<file path="src/rtl/arb_req_sequencer.sv">
// Client-side request sequencer for the two-input tree arbiter: queues jobs per
// client, runs a four-phase R/A handshake per channel and flags protocol faults.

module arb_req_channel #(
  parameter int SYNC_STAGES = 2,
  parameter int CNT_W       = 4,
  parameter int LEN_W       = 8,
  parameter int STARVE_LIM  = 255
) (
  input  logic             clk,
  input  logic             rst_n,
  input  logic             job,
  input  logic [LEN_W-1:0] len,
  input  logic             a,
  output logic             r,
  output logic             busy,
  output logic             done,
  output logic [CNT_W-1:0] pend,
  output logic             full,
  output logic             starve,
  output logic             gs,
  output logic             viol
);

  localparam int WAIT_W = (STARVE_LIM < 1) ? 1 : $clog2(STARVE_LIM + 1);
  localparam logic [WAIT_W-1:0] WAIT_LIM = WAIT_W'(STARVE_LIM);

  typedef enum logic [1:0] {IDLE, REQ, BUSY, REL} state_t;

  state_t                 state_q, state_d;
  logic [SYNC_STAGES-1:0] a_sync_p;
  logic [CNT_W-1:0]       pend_q;
  logic [LEN_W-1:0]       hold_q, hold_d;
  logic [WAIT_W-1:0]      wait_q, wait_d;
  logic                   starve_q, starve_set;
  logic                   r_q, done_q, deq, inc;

  function automatic logic [CNT_W-1:0] pend_update(input logic [CNT_W-1:0] cur,
                                                   input logic inc_i, input logic dec_i);
    case ({inc_i, dec_i})
      2'b10:   return cur + CNT_W'(1);
      2'b01:   return cur - CNT_W'(1);
      default: return cur;
    endcase
  endfunction

  // Zero-length jobs still hold the resource for one cycle.
  function automatic logic [LEN_W-1:0] hold_load(input logic [LEN_W-1:0] l);
    return (l == '0) ? '0 : l - LEN_W'(1);
  endfunction

  assign gs   = a_sync_p[SYNC_STAGES-1];
  assign full = (pend_q == '1);
  assign inc  = job && !full;

  always_comb begin
    state_d    = state_q;
    hold_d     = hold_q;
    wait_d     = wait_q;
    starve_set = 1'b0;
    deq        = 1'b0;
    case (state_q)
      IDLE: begin
        if (pend_q != '0) begin
          state_d = REQ;
          deq     = 1'b1;
          wait_d  = '0;
        end
      end
      REQ: begin
        if (gs) begin
          state_d = BUSY;
          hold_d  = hold_load(len);
        end else if (wait_q == WAIT_LIM) begin
          starve_set = 1'b1;
        end else begin
          wait_d = wait_q + WAIT_W'(1);
        end
      end
      BUSY: begin
        if (hold_q == '0) state_d = REL;
        else              hold_d  = hold_q - LEN_W'(1);
      end
      REL: begin
        if (!gs) state_d = IDLE;
      end
      default: state_d = IDLE;
    endcase
  end

  // R and done are flopped from the next-state decode so the arbiter sees a glitch-free request.
  always_ff @(posedge clk or negedge rst_n) begin
    if (!rst_n) begin
      a_sync_p <= '0;
      state_q  <= IDLE;
      pend_q   <= '0;
      hold_q   <= '0;
      wait_q   <= '0;
      starve_q <= 1'b0;
      r_q      <= 1'b0;
      done_q   <= 1'b0;
    end else begin
      a_sync_p <= {a_sync_p[SYNC_STAGES-2:0], a};
      state_q  <= state_d;
      pend_q   <= pend_update(pend_q, inc, deq);
      hold_q   <= hold_d;
      wait_q   <= wait_d;
      starve_q <= starve_q | starve_set;
      r_q      <= (state_d == REQ) || (state_d == BUSY);
      done_q   <= (state_q == BUSY) && (state_d == REL);
    end
  end

  // A grant may only be seen high between REQ and REL, and must stay high through BUSY.
  assign viol   = ((state_q == BUSY) && !gs) || ((state_q == IDLE) && gs);
  assign r      = r_q;
  assign busy   = (state_q == BUSY);
  assign done   = done_q;
  assign pend   = pend_q;
  assign starve = starve_q;

endmodule

module arb_req_sequencer #(
  parameter int SYNC_STAGES = 2,
  parameter int CNT_W       = 4,
  parameter int LEN_W       = 8,
  parameter int STARVE_LIM  = 255
) (
  input  logic             clk,
  input  logic             rst_n,
  input  logic             job1,
  input  logic [LEN_W-1:0] len1,
  input  logic             job2,
  input  logic [LEN_W-1:0] len2,
  input  logic             A1,
  input  logic             A2,
  output logic             R1,
  output logic             R2,
  output logic             busy1,
  output logic             busy2,
  output logic             done1,
  output logic             done2,
  output logic [CNT_W-1:0] pend1,
  output logic [CNT_W-1:0] pend2,
  output logic             full1,
  output logic             full2,
  output logic             starve1,
  output logic             starve2,
  output logic             proto_err
);

  logic gs1, gs2, viol1, viol2, proto_q;

  arb_req_channel #(
    .SYNC_STAGES(SYNC_STAGES), .CNT_W(CNT_W), .LEN_W(LEN_W), .STARVE_LIM(STARVE_LIM)
  ) u_ch1 (
    .clk(clk), .rst_n(rst_n), .job(job1), .len(len1), .a(A1),
    .r(R1), .busy(busy1), .done(done1), .pend(pend1), .full(full1),
    .starve(starve1), .gs(gs1), .viol(viol1)
  );

  arb_req_channel #(
    .SYNC_STAGES(SYNC_STAGES), .CNT_W(CNT_W), .LEN_W(LEN_W), .STARVE_LIM(STARVE_LIM)
  ) u_ch2 (
    .clk(clk), .rst_n(rst_n), .job(job2), .len(len2), .a(A2),
    .r(R2), .busy(busy2), .done(done2), .pend(pend2), .full(full2),
    .starve(starve2), .gs(gs2), .viol(viol2)
  );

  always_ff @(posedge clk or negedge rst_n) begin
    if (!rst_n) proto_q <= 1'b0;
    else        proto_q <= proto_q | (gs1 & gs2) | viol1 | viol2;
  end

  assign proto_err = proto_q;

endmodule

</file>
<file path="config.mk">
export PLATFORM = sky130hd
export DESIGN_NAME = arb_req_sequencer
export DESIGN_NICKNAME = d
export VERILOG_FILES = /design/src/rtl/arb_req_sequencer.sv
export SDC_FILE = /design/constraint.sdc
export NUM_CORES = 1
export LEC_CHECK = 0
export ABC_CLOCK_PERIOD_IN_PS = 3400
export BUFFER_PORTS_ARGS = -buffer_cell sky130_fd_sc_hd__buf_2
export CAP_MARGIN = 20
export CORE_MARGIN = 4
export CORE_UTILIZATION = 45
export CTS_BUF_LIST = sky130_fd_sc_hd__clkbuf_16
export CTS_CLUSTER_SIZE = 10
export DETAILED_ROUTE_END_ITERATION = 10
export PLACE_DENSITY = 0.73
export SLEW_MARGIN = 40
export SYNTH_ARGS = -nofsm -noshare
export SYNTH_HDL_FRONTEND = slang
export SYNTH_SLANG_ARGS = --single-unit
</file>
<file path="constraint.sdc">
create_clock -name clk -period 3.4 [get_ports clk]
set_input_delay 0.51 -clock clk [delete_from_list [all_inputs] [get_ports clk]]
set_output_delay 0.51 -clock clk [all_outputs]
set_load 0.01 [all_outputs]
</file>
### Word-level counts from Yosys, hierarchy flattened

Index checks and enable logic that the tools add are counted.
Widths: inputs -> output; s select.

* register bits after elaboration: 55
* input bits: 22
* logic and storage cells: 135

* add/subtract/negate cells: 10
* equal/unequal tests: 30
* muxes and demuxes: 38
* bitwise logic cells: 6
* reductions and logical operators: 34

Operator list (number)
* $mux 8: 12
* $pmux 8 s2: 4
* $logic_not 8->1: 4
* $sub 8x1->8 const B: 4
* $eq 2x2->1 const B: 10
* $add 8x1->8 const B: 2
* $eq 8x8->1 const B: 2
* $mux 2: 8
* $pmux 2 s4: 2
* $pmux 4 s2: 2
* $eq 2x1->1 const B: 6
* $ne 2x2->1 const B: 6
* $reduce_bool 2->1: 6
* $mux 1: 10
* $add 4x1->4 const B: 2
* $eq 4x4->1 const B: 2
* $logic_and 1x1->1: 8
* $ne 2x1->1 const B: 4
* $reduce_and 4->1: 2
* $reduce_bool 4->1: 2
* $sub 4x1->4 const B: 2
* $reduce_and 3->1: 2
* $or 1x1->1: 5
* $logic_not 1->1: 4
* 3 further kinds: 7

### Logic depth before layout (Yosys ltp)

* depth in word-level cells: 5
* depth in mapped cells: 11
* depth with buffers taken out: 11

### Modules after synthesis

From an unflattened synthesis, not the netlist that was laid out.

* cells, all modules: 373
* area, all modules: 3468.3 um^2

By module, submodules not included
* arb_req_channel (u_ch2): instances 1, cells an instance 194, area each 1803.0 um^2
* arb_req_channel (u_ch1): instances 1, cells an instance 177, area each 1629.1 um^2
* arb_req_sequencer: instances 1, cells an instance 2, area each 36.3 um^2

### Worst setup path after synthesis

Ideal clock, no wire load.

* path type: register to register
* start point: reg u_ch1.pend_q[1], in the netlist u_ch1.pend[1]
* end point: reg u_ch1.pend_q[2], in the netlist u_ch1.pend[2]
* arrival time: 2.365 ns
* required time: 3.269 ns
* setup slack: 0.905 ns
* stages on the path, launching flop included: 11
* path buffers: 1
* period minus slack after synthesis: 2.495 ns
* cells stage by stage: dfrtp_1 -> clkbuf_1 -> or4_1 -> and2_1 -> ha_1 -> xor2_1 -> ha_1 -> a21oi_1 -> xor2_1 -> nor2_1 -> xor2_1

* longest elaborated chain between the ends: 5
* elaborated cells between the ends (all ways): 12

Ends and longest elaborated chain
* start: declaration: RTL line 32 `logic [CNT_W-1:0] pend_q;`
* start signal: assignment: RTL line 105 `pend_q <= pend_update(pend_q, inc, deq);`
* $reduce_bool 4->1 or $eq 4x4->1 (tied branches): RTL line 64, 53
* $mux 1 or $logic_not 1->1 (tied branches): RTL line 64, 54
* $mux 1 or $logic_and 1x1->1 (tied branches): RTL line 62, 54
* $eq 2x1->1 or $eq 2x2->1 (tied branches): RTL line 40 `case ({inc_i, dec_i})`
* $pmux 4 s2 or $reduce_bool 2->1 (tied branches)

Several ways; a longest one is shown, not always the timed one.
A chain may end at the register's enable or synchronous reset.

### Final worst setup path

* start point: reg u_ch2.state_q[0]
* end point: reg u_ch2.hold_q[1]

* longest elaborated chain between the ends: 3
* elaborated cells between the ends (all ways): 7

Ends and longest elaborated chain
* start: declaration: RTL line 30 `state_t state_q, state_d;`
* start signal: assignment: RTL line 104 `state_q <= state_d;`
* $eq 2x1->1 or $eq 2x2->1 (tied branches): RTL line 62 `case (state_q)`
* $ne 2x1->1 (no source line) (tied with other cells)
* $reduce_and 3->1 (no source line)
* end signal: assignment: RTL line 106 `hold_q <= hold_d;`
* end: declaration: RTL line 33 `logic [LEN_W-1:0] hold_q, hold_d;`

Several ways; a longest one is shown, not always the timed one.

==> flow_metrics.py <==
metrics = {
    "outcome": {
        "outcome": "completed",
    },
    "die": {
        "dieHeight_um": 98.6,
        "core_um2": 7850,
        "num_rows": 32,
        "die_w_um": 98.6,
        "num_io_pins": 41,
        "initial_core_util": 0.471,
        "die_area_um2": 9730,
    },
    "timing": {
        "clock_skew_ps": 8.15,
        "setup_slack_ps": 730,
        "tns_ps": 0,
        "drv_slew": 0,
        "max_slew.worst_pin.slew_ps": 655,
        "final_hold_viol_count": 0,
        "slew_headroom": 0.557,
        "fmax_mhz": 375,
        "final-setup-viol-count": 0,
        "grt_setup_unrepaired": "no",
        "timing.final.crit_share": 0.785,
        "finalCriticalPeriod_ps": 2670,
    },
    "global_routing": {
        "grt_pass1_wl_um": 13100,
        "antenna_found_initial": 0,
        "grt_overflow": 0,
        "first_global_vias": 2911,
        "grt_max_degree": 31,
        "grt.total_usage": 0.159,
    },
    "job": {
        "maxCapViolations": 0,
    },
    "placed_design": {
        "dp_hpwl_um": 5730,
        "dpl_worst_slack_ps": 774,
        "io_buffers": 40,
        "gp_congestion": 0.870,
    },
    "cts": {
        "clockBufferDepth": 2,
        "cts_buffers": 5,
        "htreeDepth": 2,
        "clock_latency_ps": 290,
        "cts.repair.resized": 0,
        "cts_setup_buffers": 0,
        "cts_root_buffer": "clkbuf_16",
        "cts_hold_buffers": 0,
        "cts.sinks": 55,
        "clk_pin_slew_ps": 80,
        "cts_tree": "built",
    },
    "power": {
        "max-vdd-ir-drop_uv": 413,
        "p_per_area_nw_per_um2": 852,
        "cellLeakagePower_nw": 1.78,
    },
    "logic_synthesis": {
        "syn_area_um2": 3700,
        "synth_edf_count": 0,
        "ys_warn_count": 0,
        "avgSynthCellArea_um2": 9.15,
        "synth_area_leaders": "dfrtp_1, ha_1, nand2_1",
        "syn-instance-count": 404,
        "syn_nets": 452,
        "synth.top_cell.area_share": 0.372,
        "synthArstFlopShare": 1.00,
        "synth_top_area_cell": "dfrtp_1",
        "synth_seq_cells": 55,
        "ys_types": 67,
        "yosysSeqAreaShare": 0.372,
        "synth_ff_type": "dfrtp_1",
    },
    "critical_path": {
        "slowest_delay_ps": 570,
        "crit_arrival_ps": 2860,
        "crit_fanout": 17,
        "cp-start-kind": "register",
        "r2r-start": "u_ch2.state_q[0]",
        "crit_chain": "inv_1, ha_1, or4bb_1, o211ai_2, mux2_2",
        "critPathKind": "reg -> reg",
        "crit_required_ps": 3590,
        "crit_slowest_cell": "or4bb_1",
        "setup.worst_path.start": "u_ch2.state_q[0]",
        "endpoint_kind": "register",
    },
    "finish": {
        "syn_to_final_growth_pct": 12.0,
        "finalNetCount": 489,
        "final_common_cell": "dfrtp_1",
        "drive_gt1_frac": 0.140,
        "n_fill_cell": 752,
        "final_cell_mix": "dfrtp_1, nand2_1, buf_2",
        "n_antenna_cell": 0,
    },
    "detailed_routing": {
        "vias": 3123,
        "antenna_left": 0,
        "drc": 0,
        "via_per_inst": 5.74,
        "wl_per_cell_um": 14.1,
        "wl_um": 7670,
        "drt_iter0_drc": 102,
        "dr.pass1.iters": 4,
    },
    "worst_hold_path": {
        "hold_class": "in -> async",
    },
}
-- layer usage --
metal / up-vias / GRT usage / wire [um]
li1: 1557 / - / -
met1: 1514 / 0.205 / 3580
met2: 48 / 0.271 / 3810
met3: 4 / 0.0361 / 237
met4: 0 / 0.0399 / 51
met5: - / 0 / 0
-- power breakdown --
group / switching [mW] / leakage, nW / total (mW) / internal [mW]
registers: 0.289 / 0.687 / 1.18 / 0.891
logic: 1.04 / 1.02 / 1.82 / 0.782
clock network: 0.246 / 0.0746 / 0.524 / 0.278
total: 1.58 / 1.78 / 3.53 / 1.95
-- stage by stage --
stage,instance area [um^2],cells,hold WS (ps),power (mW),utilization
final,4140,544,211,3.53,0.528
after global routing,4140,544,263,3.86,0.528
after CTS,4130,544,233,3.54,0.526
after detailed placement,3980,536,340,3.00,0.507
after global placement,3980,536,339,2.93,0.507
after floorplan,3700,404,214,2.56,-
-- registers in the layout, summed over array words and instances (netlist names), 2 cells and up --
name / flops
u_ch1.pend: 4
u_ch1.wait_q: 8
u_ch1.state_q: 2
u_ch1.a_sync_p: 2
u_ch2.hold_q: 8
u_ch1.hold_q: 8
u_ch2.pend: 4
u_ch2.state_q: 2
u_ch2.a_sync_p: 2
u_ch2.wait_q: 8
-- kinds of logic after synthesis --
family | Yosys count | synth area share
AOI/OAI and AO/OA | 98 | 0.183
xor gates and xnor gates | 17 | 0.0403
adders and majority gates | 26 | 0.0880
buffers and inverters | 34 | 0.0372
DFF | 55 | 0.372
muxes | 15 | 0.0420
and+or+nand+nor | 159 | 0.237
-- synthesized netlist by cell type (all sizes together), types with 8 or more instances --
cell	count
nand2	42
inv	23
ha	26
mux2i	11
o21ai	24
xor2	9
a21oi	21
nor2	20
xnor2	8
nor4	10
dfrtp	55
nand2b	17
nand3	13
-- critical path, delay by kind of cell, from the launching register on --
kind,cells,cell delay [ps]
AO/OA/AOI/OAI,1,540
buffers and inverters,1,130
AND/OR/NAND/NOR,1,570
adder cells (fa/ha/maj),1,470
multiplexers,1,400
flip-flops,1,440
-- final timing paths --
kind                                endpoint  slack, ps  depth (start not counted)
setup reg to reg             u_ch2.hold_q[1]        730                          5
hold / removal                 u_ch2.pend[2]        210                          1
min in group clk           u_ch2.a_sync_p[0]        320                          1
setup / recovery             u_ch2.hold_q[1]        730                          5
max in group asynchronous    u_ch1.hold_q[1]       2390                          2
hold reg to reg            u_ch2.a_sync_p[1]        360                          0
-- cell type report --
cell class	instances	area, um^2	share of cell area
clock buffer	5	125	0.0302
clock inverter	3	22.5	0.00544
inverter	23	86.3	0.0209
multi-input combinational	315	2190	0.530
sequential	55	1380	0.332
tap	102	128	0.0308
timing repair buffer	41	208	0.0502
No activity file was read; power rests on OpenSTA's default activity.
